File: src/rtl/pc_ctrl_pkg.sv
`default_nettype none
// +----------------------------------------------------------------------------+
// | Module   : pc_ctrl_pkg                                                     |
// | Purpose  : Shared widths, run-control state type and defaults for the      |
// |            program-counter controller and its next-address calculator.     |
// | Contents : ADDR_W, RET_W, RESET_VECTOR_DEF, pc_state_t, is_halt_like()     |
// | Revision : 1.0  initial release                                            |
// +----------------------------------------------------------------------------+
package pc_ctrl_pkg;

  // PC width in words and width of the retired-instruction counter.
  localparam int ADDR_W = 5;
  localparam int RET_W  = 16;

  // Default PC loaded while reset is held.
  localparam logic [ADDR_W-1:0] RESET_VECTOR_DEF = 5'd0;

  // Run-control states. Encoding 2'd3 is unused and treated as HALT.
  typedef enum logic [1:0] {
    RUN  = 2'd0,
    HALT = 2'd1,
    STEP = 2'd2
  } pc_state_t;

  // Anything that is neither RUN nor STEP (including the unused encoding)
  // parks the core.
  function automatic logic is_halt_like(input pc_state_t s);
    return (s != RUN) && (s != STEP);
  endfunction

endpackage : pc_ctrl_pkg
`default_nettype wire

File: src/rtl/pc_next_calc.sv
`default_nettype none
// +----------------------------------------------------------------------------+
// | Module   : pc_next_calc                                                    |
// | Purpose  : Combinational "normal" next-PC selection: jump target, taken    |
// |            branch (PC+1 relative) or sequential fetch, in that priority.   |
// | Ports    : addr          in  current PC                                    |
// |            jump          in  current instruction is a jump                 |
// |            jump_target   in  absolute jump word address                    |
// |            branch_taken  in  current instruction is a taken branch         |
// |            branch_offset in  signed word offset relative to addr+1         |
// |            nrm           out selected next address                         |
// | Revision : 1.0  initial release                                            |
// +----------------------------------------------------------------------------+
module pc_next_calc
  import pc_ctrl_pkg::*;
(
  input  logic [ADDR_W-1:0] addr,
  input  logic              jump,
  input  logic [ADDR_W-1:0] jump_target,
  input  logic              branch_taken,
  input  logic [ADDR_W-1:0] branch_offset,
  output logic [ADDR_W-1:0] nrm
);

  logic [ADDR_W-1:0] w_seq;
  logic [ADDR_W-1:0] w_br;

  // Address arithmetic is modulo 2**ADDR_W, so 31 + 1 wraps to 0.
  assign w_seq = addr + ADDR_W'(1);

  // The offset is as wide as the PC, so a plain modular add already gives
  // the sign-extended result: no explicit extension is needed.
  assign w_br = w_seq + branch_offset;

  // Jump outranks branch when a decoder glitch raises both.
  always_comb begin
    nrm = w_seq;
    if (jump) begin
      nrm = jump_target;
    end else if (branch_taken) begin
      nrm = w_br;
    end
  end

endmodule : pc_next_calc
`default_nettype wire

File: src/rtl/pc_controller.sv
`default_nettype none
// +----------------------------------------------------------------------------+
// | Module   : pc_controller                                                   |
// | Purpose  : Run-control sequencer for the PC register. Chooses next_addr    |
// |            each cycle (reset / halt hold / jump / branch / sequential),    |
// |            runs the RUN-HALT-STEP debug state machine, gates commits and   |
// |            counts retired instructions.                                    |
// | Ports    : clk, rst_n (sync, active-low)                                   |
// |            addr                          current PC                        |
// |            run_req, step_req, halt_req   debug run-control requests        |
// |            halt_insn                     decoder: halt opcode              |
// |            jump, jump_target             decoder: absolute jump            |
// |            branch_taken, branch_offset   ALU/decoder: taken branch         |
// |            next_addr                     value PC loads at next edge       |
// |            exec_en                       commit gate for RF / DMEM writes  |
// |            halted                        state is HALT                     |
// |            retired                       retired-instruction count         |
// | Revision : 1.0  initial release                                            |
// +----------------------------------------------------------------------------+
module pc_controller
  import pc_ctrl_pkg::*;
#(
  parameter logic [ADDR_W-1:0] RESET_VECTOR = RESET_VECTOR_DEF,
  parameter bit                BOOT_HALTED  = 1'b0
) (
  input  logic              clk,
  input  logic              rst_n,
  input  logic [ADDR_W-1:0] addr,
  input  logic              run_req,
  input  logic              step_req,
  input  logic              halt_req,
  input  logic              halt_insn,
  input  logic              jump,
  input  logic [ADDR_W-1:0] jump_target,
  input  logic              branch_taken,
  input  logic [ADDR_W-1:0] branch_offset,
  output logic [ADDR_W-1:0] next_addr,
  output logic              exec_en,
  output logic              halted,
  output logic [RET_W-1:0]  retired
);

  localparam pc_state_t BOOT_STATE = BOOT_HALTED ? HALT : RUN;

  pc_state_t         state_q;
  logic [RET_W-1:0]  retired_q;
  logic [RET_W-1:0]  retired_d;
  logic [ADDR_W-1:0] w_nrm;

  pc_next_calc u_next_calc (
    .addr          (addr),
    .jump          (jump),
    .jump_target   (jump_target),
    .branch_taken  (branch_taken),
    .branch_offset (branch_offset),
    .nrm           (w_nrm)
  );

  // Output muxing. Holding the PC means feeding addr straight back, since
  // the PC register has no enable of its own. An external halt in RUN
  // squashes the current instruction rather than letting it commit.
  always_comb begin
    next_addr = addr;
    exec_en   = 1'b0;
    if (!rst_n) begin
      next_addr = RESET_VECTOR;
    end else begin
      case (state_q)
        RUN: begin
          if (!halt_req) begin
            exec_en   = 1'b1;
            next_addr = w_nrm;
          end
        end
        STEP: begin
          exec_en   = 1'b1;
          next_addr = w_nrm;
        end
        default: begin
          next_addr = addr;
          exec_en   = 1'b0;
        end
      endcase
    end
  end

  assign halted = is_halt_like(state_q);

  // Every committed instruction retires; the counter wraps silently.
  assign retired_d = retired_q + RET_W'(exec_en);
  assign retired   = retired_q;

  // Run-control FSM. A halt opcode in RUN still retires (exec_en is high)
  // and lands in HALT with the PC already past it. STEP ignores all
  // requests so a single step always completes.
  always_ff @(posedge clk) begin
    if (!rst_n) begin
      state_q   <= BOOT_STATE;
      retired_q <= '0;
    end else begin
      retired_q <= retired_d;
      case (state_q)
        RUN: begin
          if (halt_req || halt_insn) begin
            state_q <= HALT;
          end
        end
        STEP: begin
          state_q <= HALT;
        end
        default: begin
          // HALT and the unused encoding: run wins over step.
          if (run_req) begin
            state_q <= RUN;
          end else if (step_req) begin
            state_q <= STEP;
          end else begin
            state_q <= HALT;
          end
        end
      endcase
    end
  end

endmodule : pc_controller
`default_nettype wire

File: config.mk
export PLATFORM = sky130hd
export DESIGN_NAME = pc_controller
export DESIGN_NICKNAME = d
export VERILOG_FILES = /design/src/rtl/pc_ctrl_pkg.sv /design/src/rtl/pc_next_calc.sv /design/src/rtl/pc_controller.sv
export SDC_FILE = /design/constraint.sdc
export NUM_CORES = 1
export LEC_CHECK = 0
export BUFFER_PORTS_ARGS = -buffer_cell sky130_fd_sc_hd__buf_2
export CORE_UTILIZATION = 25
export DETAILED_ROUTE_END_ITERATION = 7
export GPL_ROUTABILITY_DRIVEN = 0
export SYNTH_ARGS = -nofsm -noshare
export SYNTH_HDL_FRONTEND = slang
export SYNTH_HIERARCHICAL = 1
export SYNTH_SLANG_ARGS = --single-unit
File: constraint.sdc
create_clock -name clk -period 3.3 [get_ports clk]
set_input_delay 0.495 -clock clk [delete_from_list [all_inputs] [get_ports clk]]
set_output_delay 0.495 -clock clk [all_outputs]
set_load 0.01 [all_outputs]
==> impl_results.md, run 1 <==
* Drt pass-1 iters at 4
* Worst Skew at between 0.002 and 0.003 ns
* R2R setup slack at 1.12 ns
* Std cell rows at 25
* Hpwl dp at approximately 2200 um
* Unrepaired setup endpoints after global routing: no
* PwrDens at 320 nW/um2
* # diodes at 0
* Count of different cell masters after synthesis at 33
* Hold path start: retired[15]
* Largest net degree at the start of global routing at 26
* Post-Synthesis Cells at 141
* Share of post-route cells with drive strength above 1 at 30.9%
* Async SR Flop Fraction at 0%
* Crit path buffers/inverters at 2
* Final nets at about 220
* Most frequent cells in the layout: buf_2 (45), dfxtp_1 (18), and2_1 (14)
* Final setup fails at 0
* Non-Filler Instances at 255
* Ports at 46
* Slowest cell on crit path: fa_1
* Top_reg_cell synth: dfxtp_1
* Outcome: finished clean
* H-tree depth at 1
* Num CTS Buffers at 3
* Critical path endpoint category: output pin
* Postcts setup bufs at 0
* DRT Wirelength at 2810 um
* Pleak at 0.772 nW
* Synthesis-stage register bit count at 18
* Hold buffer count at CTS at 0
* Worst hold path endpoint: retired[15]
* Initial Utilization at 26.0%
* WL/cell at between 10 and 15 um
* Initial antenna violation count at 0
* R2r endpoint: retired[14]
* Most common cell after layout, fill and taps aside: buf_2
* Vias in the first global route at around 1100
* CP peak stage delay at 0.45 ns
* Clk_lat worst skew at about 0.25 ns
* Synthesized Nets at 173
* Slew @ Worst Pin at 0.284 ns
* Max cap viols at 0
* CORE AREA at between 4000 and 5000 um2
* Sinks on Clock Net at 18
* Crit path DAT at 2.44 ns
* Max Fclk at 0.341 GHz
* Tcrit/Tclk final at 88.9%
* CP top delay family: adder cells
* Netlist Area Pre-Place at 1230 um2
* Die width at 72.0 um
* Initial drt markers at 23
* Routed vias at approximately 1200
* Root buf cell: clkbuf_8
* Resized Gates After CTS at 0
* Grt ovf at 0
* # DRC at 0
* Worst vdd ir at 0.119 mV
* Post-synthesis average cell area at 8.70 um2
* Global-route wire length before repair at approximately 4600 um
* Min Tclk post-route at 2.93 ns
* Worst-path clk slew at roughly 0.070 ns
* Final Power at 0.507 mW
* Worst R2R Start: state_q[1]
* Clk buf depth at 2
* Final hold viol count at 0
* Required time worst endpoint at 2.80 ns
* Inst Count DP at 251
* Yosys warnings at 6
* CP Cell Sequence: buf_2, ha_1, fa_1, nand3_1, nand4_1, a211o_1, o211a_1, mux2i_1, nor2b_1, buf_2
* Hold crit path type: flip-flop to flip-flop
* PortBufs at 45
* TritonCTS clock tree: yes
* Startpoint types: primary input
* Most common cell on crit path: buf_2
* Layout area overhead at 29.1%
* GRT Total Usage at a little under an eighth
* CP max FO at 5
* Number of synthesized flops with an enable pin at 0
* Rel. slew slack at 80.9%
* Antenna Nets Post-Route at 0
* R2R depth at 10
* CP Class: primary input to output pin
* Vias/cell at 4.54
* Die Y at 72.0 um
* Cells on Worst Hold Path at 2
* Sequential fraction of the synthesis area at 29.4%
* Slew Limit Fails at 0
* Setup_tns at 0 ns
* Die Area at approximately 5200 um2
[report_power, final]
part | switching, mW | internal (mW)
clock network | 0.0742 | 0.106
registers | 0.00230 | 0.220
logic | 0.0531 | 0.0511
total | 0.130 | 0.377
[flip-flops by register name, indices dropped and copies added (netlist names)]
signal	cells
state_q	2
retired	16
[synthesized netlist by cell type, types with 2 or more instances]
master	number	area [um2]
nand3b_1	2	15.0
nor2_1	4	15.0
a21boi_0	2	15.0
nor4_2	3	37.5
clkbuf_1	3	11.3
nand3_1	11	55.1
a211o_1	2	17.5
a21oi_1	2	10.0
inv_1	4	15.0
nand4_1	3	18.8
nand2b_1	2	12.5
nor2b_1	5	31.3
xor2_1	10	87.6
nand2_1	13	48.8
dfxtp_1	18	360
mux2i_1	8	80.1
xnor2_1	5	43.8
nor3_1	4	20.0
o21ai_0	6	30.0
ha_1	8	100
and2_1	14	87.6
[worst max path at each step]
stage	from	to	slack, ns	cells after the start
detailed placement	addr[0]	next_addr[4]	0.38	11
global route	addr[0]	next_addr[3]	0.25	11
finish	addr[0]	next_addr[4]	0.37	10
global placement	addr[0]	next_addr[4]	0.42	11
CTS	addr[0]	next_addr[4]	0.37	10
floorplan	addr[0]	next_addr[4]	0.73	9
[kinds of logic (layout without fill, tap and decap cells)]
family                   after synthesis  after routing  share of synthesized area (%)
AO/OA/AOI/OAI                         15             15                           7.96
XOR/XNOR                              15             15                           10.7
adder cells (fa/ha/maj)                9              9                           9.80
buffers and inverters                  9             56                           3.37
flip-flops                            18             18                           29.4
multiplexers                           9              9                           7.45
AND/OR/NAND/NOR                       66             66                           31.3
[area by class of cell]
| cell class | instances | area [um2] |
|---|---|---|
| multi-input cells | 114 | 825 |
| well taps | 67 | 83.8 |
| repair buffers | 47 | 240 |
| fillers | 515 | 3140 |
| flip-flops and latches | 18 | 360 |
| inverters | 5 | 18.8 |
| clock buffers | 4 | 55.1 |
[per-stage QoR]
stage	cell area [um2]	utilization, %	hold WS [ns]	setup slack, ns
after global routing	1580	33.5	0.513	0.247
final	1580	33.5	0.486	0.366
after floorplan	1230	-	0.499	0.725
after detailed placement	1530	32.3	0.478	0.376
after global placement	1530	32.3	0.469	0.416
after CTS	1580	33.5	0.491	0.370
[worst min-delay path, stage by stage, from the launching register on]
cell and delay (ns):
dfxtp_1 0.32, nand2_1 0.06, mux2i_1 0.06
[per-layer routing]
layer	GRT usage (%)	wire, um	part of all wire, %
met1	13.3	1310	47
met2	19.4	1310	47
met3	2.08	125	4.4
met4	6.97	65	2.3
met5	0	0	0
Power figures use the tool's default switching activity.
==> inputs of run 2 (changes only) <==
--- a/config.mk
+++ b/config.mk
@@ -5,10 +5,12 @@
 export SDC_FILE = /design/constraint.sdc
 export NUM_CORES = 1
 export LEC_CHECK = 0
+export ABC_AREA = 1
 export BUFFER_PORTS_ARGS = -buffer_cell sky130_fd_sc_hd__buf_2
 export CORE_UTILIZATION = 25
 export DETAILED_ROUTE_END_ITERATION = 7
 export GPL_ROUTABILITY_DRIVEN = 0
+export RECOVER_POWER = 25
 export SYNTH_ARGS = -nofsm -noshare
 export SYNTH_HDL_FRONTEND = slang
 export SYNTH_HIERARCHICAL = 1
==> run 2 against run 1 <==
Global-route usage up 1.5 points. Clock power up 2%. Via count up 20%. Sequential cell count unchanged. Design area up 3.2%. First-iteration DRC count up 120%. Cell count up 22%. Register-to-register slack better by 0.14 ns. Largest cell class unchanged. Highest routed layer unchanged.
==> impl_results.md, run 2 <==
* Min Tclk post-route at 2.71 ns (-0.220 ns)
* Critical path endpoint category: output pin
* Ports at 46 (unchanged)
* Layout area overhead at 26.0%
* Top-count cell post-synth: nand2_1
* Num CTS Buffers at 3 (unchanged)
* Initial Utilization at 26.7% (+0.78 points)
* Largest area contributor in the netlist: dfxtp_1
* DRT Wirelength at 3140 um (+12%)
* CP max FO at 4 (-1)
* Post-Synthesis Cells at 199 (+41%)
* Slew Limit Fails at 0 (unchanged)
* Antenna Nets Post-Route at 0 (unchanged)
* Drt pass-1 iters at 4 (unchanged)
* Count of different cell masters after synthesis at 33 (unchanged)
* Number of synthesized flops with an enable pin at 0 (unchanged)
* Final Power at 0.516 mW (+1.8%)
* GRT Total Usage at 12.9% (+1.5 points)
* Hold crit path type: primary input to flip-flop
* Share of post-route cells with drive strength above 1 at 21.6% (-9.2 points)
* Sequential fraction of the synthesis area at 27.8% (-1.6 points)
* Async SR Flop Fraction at 0% (unchanged)
* Final nets at 278 (+26%)
* Postcts setup bufs at 0 (unchanged)
* Clk_lat worst skew at 0.26 ns (about the same)
* Clk buf depth at 2 (unchanged)
* Top_reg_cell synth: dfxtp_1
* Most used routing layer: met2
* Resized Gates After CTS at 0 (unchanged)
* Cells on Worst Hold Path at 2 (unchanged)
* Most common cell after layout, fill and taps aside: nand2_1
* Vias in the first global route at 1275 (+19%)
* # DRC at 0 (unchanged)
* Most frequent cells in the layout: nand2_1 (43), buf_2 (36), nor2_1 (34)
* Worst R2R Start: state_q[1]
* Std cell rows at 25 (unchanged)
* TritonCTS clock tree: yes
* Vias/cell at 4.45 (-2.0%)
* CORE AREA at 4850 um2 (+2.6%)
* Crit path DAT at 2.22 ns (-0.22 ns)
* Synthesized Nets at 231 (+34%)
* Max cap viols at 0 (unchanged)
* Non-Filler Instances at 312 (+22%)
* Die width at 74.0 um (+2.7%)
* Grt met3 use at 4.34% (+2.3 points)
* Worst Skew at 0.00343 ns (+0.000760 ns)
* Grt ovf at 0 (unchanged)
* Initial antenna violation count at 0 (unchanged)
* Pleak at 0.770 nW (-0.20%)
* Outcome: finished clean
* Synthesis-stage register bit count at 18 (unchanged)
* R2R depth at 12 (+2)
* Global-route wire length before repair at 5500 um (+19%)
* Inst Count DP at 308 (+23%)
* Netlist Area Pre-Place at 1300 um2 (+5.7%)
* Routed vias at 1387 (+20%)
* Met1 Use GR at 17.0% (+3.7 points)
* Worst hold path endpoint: state_q[1]
* H-tree depth at 1 (unchanged)
* Slew @ Worst Pin at 0.775 ns (+0.490 ns)
* Post-synthesis average cell area at 6.51 um2 (-25%)
* Sinks on Clock Net at 18 (unchanged)
* PortBufs at 45 (unchanged)
* Hold path start: run_req
* Initial drt markers at 51 (+120%)
* Die Area at 5480 um2 (+5.5%)
* Worst vdd ir at 0.153 mV (+28%)
* Setup_tns at 0 ns (unchanged)
* Max FFs per register at 16 (unchanged)
* Root buf cell: clkbuf_8
* Rel. slew slack at 48.3% (-33 points)
* Design area at 1630 um2 (+3.2%)
* Worst-path clk slew at 0.07 ns (about the same)
* DP Area at 1590 um2 (+4.0%)
* Yosys warnings at 6 (unchanged)
* Die Y at 74.0 um (+2.7%)
* Synth top cells by count: nand2_1 (43), nor2_1 (34), inv_1 (24), dfxtp_1 (18)
* R2r endpoint: retired[10]
* Startpoint types: primary input
* Final hold viol count at 0 (unchanged)
* R2R setup slack at 1.26 ns (+0.14 ns)
* Hpwl dp at 2530 um (+13%)
* Share of the synthesized area in the top cell type at 27.8% (-1.6 points)
* Tcrit/Tclk final at 82.2% (-6.7 points)
* PwrDens at 316 nW/um2 (-1.3%)
* WL/cell at 10.1 um (-8.8%)
* # diodes at 0 (unchanged)
* Final hold slack at 0.409 ns (-0.0769 ns)
* Max Fclk at 0.369 GHz (+8.1%)
* Required time worst endpoint at 2.80 ns (about the same)
* Hold buffer count at CTS at 0 (unchanged)
* Largest cells by area after synthesis: dfxtp_1 (28%), nand2_1 (12%), nor2_1 (9.8%), ha_1 (7.7%), inv_1 (6.9%)
* Unrepaired setup endpoints after global routing: no
* CP Class: primary input to output pin
* Final setup fails at 0 (unchanged)
* Largest net degree at the start of global routing at 20 (-23%)
* Grt met2 use at 20.3% (+0.91 points)
[run 2: kinds of logic after synthesis]
kind of cell             synth area share [%]
AND/OR/NAND/NOR                          36.2
adder cells (fa/ha/maj)                  9.27
XOR/XNOR                                 2.61
buffers and inverters                    9.46
AO/OA/AOI/OAI                            14.7
flip-flops                               27.8
[run 2: stage by stage]
| stage | utilization [%] | setup WS (ns) |
|---|---|---|
| final | 33.7 | 0.586 |
| after global routing | 33.7 | 0.385 |
| after CTS | 33.9 | 0.588 |
| after detailed placement | 32.8 | 0.600 |
| after global placement | 32.8 | 0.623 |
| after floorplan | - | 0.904 |
[run 2: worst max path at each step]
stage            start            to  slack [ns]  cells after the start
2_1_floorplan  addr[0]  next_addr[4]        0.90                     11
6_report       addr[0]  next_addr[3]        0.59                     13
5_1_grt        addr[0]  next_addr[3]        0.38                     13
3_3_place_gp   addr[0]  next_addr[3]        0.62                     13
4_1_cts        addr[0]  next_addr[3]        0.59                     13
3_5_place_dp   addr[0]  next_addr[3]        0.60                     13
[run 2: per-layer routing]
metal / share of wire (%) / up-vias
li1: - / 740
met3: 6.8 / 4
met2: 43 / 46
met4: 0.89 / 0
met5: 0 / -
met1: 49 / 597
[run 2: critical path, cell delays in order]
cell and delay (ns):
buf_2 0.13, ha_1 0.24, xnor2_1 0.20, inv_2 0.07, ha_1 0.30, a21oi_1 0.17
a21oi_1 0.08, nand3b_1 0.15, nand2_1 0.07, nand2_1 0.04, nor2_1 0.09, nor2_1 0.05
buf_2 0.13
[run 2: final cells by class]
class                      instances  area [um2]
clock buffer                       4        55.1
inverter                          26        98.8
timing repair buffer              46         221
fill                             538        3220
tap                               67        83.8
multi-input combinational        151         813
sequential                        18         360
[run 2: where the power goes]
group	switching (mW)	leakage (nW)	internal, mW
registers	0.00223	0.145	0.220
clock network	0.0777	0.0288	0.106
logic	0.0631	0.596	0.0470
total	0.143	0.770	0.373
==> inputs of run 3 (changes only) <==
==> constraint.sdc (replaced) <==
create_clock -name clk -period 2.6 [get_ports clk]
set_input_delay 0.39 -clock clk [delete_from_list [all_inputs] [get_ports clk]]
set_output_delay 0.39 -clock clk [all_outputs]
set_load 0.01 [all_outputs]
==> run 3 against run 2 <==
Setup slack got worse by 0.41 ns. Sequential share of layout area down 0.18 points. Worst hold slack got worse by 0.11 ns. Critical path type unchanged. Critical endpoint unchanged.
==> impl_results.md, run 3 (synthesis gave the netlist of run 2 again) <==
* Vias/cell at 4.50 (+1.3%)
* Die width at 74.0 um (unchanged)
* R2R setup slack at 0.66 ns (-0.60 ns)
* Worst Skew at 0.00317 ns (-0.000262 ns)
* R2R depth at 11 (-1)
* Share of post-route cells with drive strength above 1 at 22.4% (+0.73 points)
* Hold path start: run_req
* Initial antenna violation count at 0 (unchanged)
* R2r endpoint: retired[10]
* Crit path buffers/inverters at 3 (unchanged)
* Most used routing layer: met2
* Met1 Use GR at 17.3% (+0.25 points)
* Initial drt markers at 53 (+3.9%)
* Grt met3 use at 3.93% (-0.41 points)
* Max Fclk at approximately 0.41 GHz
* Reg area at 360 um2 (unchanged)
* Num CTS Buffers at 3 (unchanged)
* Fillers at 540 (+0.37%)
* Worst vdd ir at 0.255 mV (+66%)
* Area occupied by multi-input gates at 823 um2 (+1.2%)
* Worst-path clk slew at 0.07 ns (about the same)
* Grt met2 use at 21.2% (+0.91 points)
* DRT Wirelength at 3250 um (+3.3%)
* # diodes at 0 (unchanged)
* Vias in the first global route at 1265 (-0.78%)
* TritonCTS clock tree: yes
* H-tree depth at 1 (unchanged)
* GRT Total Usage at 13.0% (+0.057 points)
* Layout area overhead at 27.0%
* Largest net degree at the start of global routing at 19 (-5.0%)
* Antenna Nets Post-Route at 0 (unchanged)
* Slew Limit Fails at 0 (unchanged)
* Initial Utilization at 26.7% (unchanged)
* Worst hold path endpoint: state_q[1]
* CP max FO at 4 (unchanged)
* Max cap viols at 0 (unchanged)
* CP peak stage delay at 0.30 ns (about the same)
* Sinks on Clock Net at 18 (unchanged)
* PwrDens at 400 nW/um2 (+27%)
* Slew @ Worst Pin at 0.791 ns (+0.0162 ns)
* Setup_tns at 0 ns (unchanged)
* Drt pass-1 iters at 4 (unchanged)
* Pleak at 0.775 nW (+0.59%)
* Worst R2R Start: state_q[1]
* CP Class: primary input to output pin
* Root buf cell: clkbuf_8
* Ports at 46 (unchanged)
* Worst setup margin at 0.178 ns (-0.408 ns)
* Most common cell after layout, fill and taps aside: nand2_1
* Max FFs per register at 16 (unchanged)
* Die Y at 74.0 um (unchanged)
* Min Tclk post-route at 2.42 ns
* CP top delay family: adder cells
* Fin util at 34.0% (+0.28 points)
* Rel. slew slack at 47.3% (-1.1 points)
* Grt ovf at 0 (unchanged)
* Most frequent cells in the layout: nand2_1 (43), buf_2 (36), nor2_1 (34)
* Global-route wire length before repair at 5510 um (+0.25%)
* Cells on Worst Hold Path at 2 (unchanged)
* Required time worst endpoint at 2.21 ns (-0.59 ns)
* PortBufs at 45 (unchanged)
* Die Area at 5480 um2 (unchanged)
* Outcome: finished clean
* Crit path DAT at 2.03 ns (-0.19 ns)
* Final nets at 279 (+0.36%)
* Routed vias at 1409 (+1.6%)
* CP Cell Sequence: buf_2, ha_2, xnor2_2, inv_2, ha_1, a21oi_1, a21oi_1, nand3b_1, nand2_1, nand2_1, nor2_1, nor2_1, buf_2
* Pre-CTS setup slack at 0.129 ns (-0.471 ns)
* Hold crit path type: primary input to flip-flop
* Unrepaired setup endpoints after global routing: no
* Slowest cell on crit path: ha_1
* Final setup fails at 0 (unchanged)
* Hpwl dp at 2600 um (+2.8%)
* Critical path endpoint category: output pin
* WL/cell at 10.4 um (+3.0%)
* Clk buf depth at 2 (unchanged)
* CORE AREA at 4850 um2 (unchanged)
* # DRC at 0 (unchanged)
* Std cell rows at 25 (unchanged)
* Clk_lat worst skew at 0.26 ns (about the same)
* Final hold viol count at 0 (unchanged)
* Startpoint types: primary input
* Tcrit/Tclk final at 93.1%
run 3: cell count changes in the layout (fill, tap and decap cells not counted), sizes merged:
cell	change
clkbuf	+1
run 3: how the worst max path moves through the flow:
stage,start,to,slack [ns],cells after the start
2_1_floorplan,addr[0],next_addr[4],0.41,11
3_3_place_gp,addr[0],next_addr[3],0.14,13
4_1_cts,addr[0],next_addr[3],0.12,13
3_5_place_dp,addr[0],next_addr[3],0.13,13
5_1_grt,addr[0],next_addr[4],0.02,13
6_report,addr[0],next_addr[3],0.18,13
run 3: power breakdown:
part | total, mW | switching [mW] | leakage (nW) | internal [mW]
logic | 0.144 | 0.0822 | 0.601 | 0.0617
clock network | 0.233 | 0.0983 | 0.0288 | 0.135
registers | 0.282 | 0.00300 | 0.145 | 0.279
run 3: timing repair:
action / CTS / global route
hold buffers: 0 / 0
endpoints found under the setup margin: 0 / 2
resized for setup: 0 / 2
buffers inserted: 0 / 0
run 3: layout make-up:
| type | count | area share [%] |
|---|---|---|
| timing repair buffer | 47 | 13.7 |
| multi-input combinational | 151 | 50.0 |
| tap | 67 | 5.09 |
| inverter | 26 | 6.00 |
| sequential | 18 | 21.9 |
| clock buffer | 4 | 3.34 |
run 3: metal layers:
metal	up-vias	wire (um)
met2	32	1440
li1	745	-
met1	629	1620
met3	3	177
met5	-	0
met4	0	10
run 3: per-stage QoR:
step | power (mW) | hold slack, ns | area (um2) | std cells
4_1_cts | 0.668 | 0.299 | 1650 | 313
3_3_place_gp | 0.431 | 0.479 | 1600 | 309
5_1_grt | 0.704 | 0.314 | 1650 | 313
6_report | 0.659 | 0.303 | 1650 | 313
2_1_floorplan | 0.380 | 0.444 | 1300 | 199
3_5_place_dp | 0.432 | 0.489 | 1600 | 309
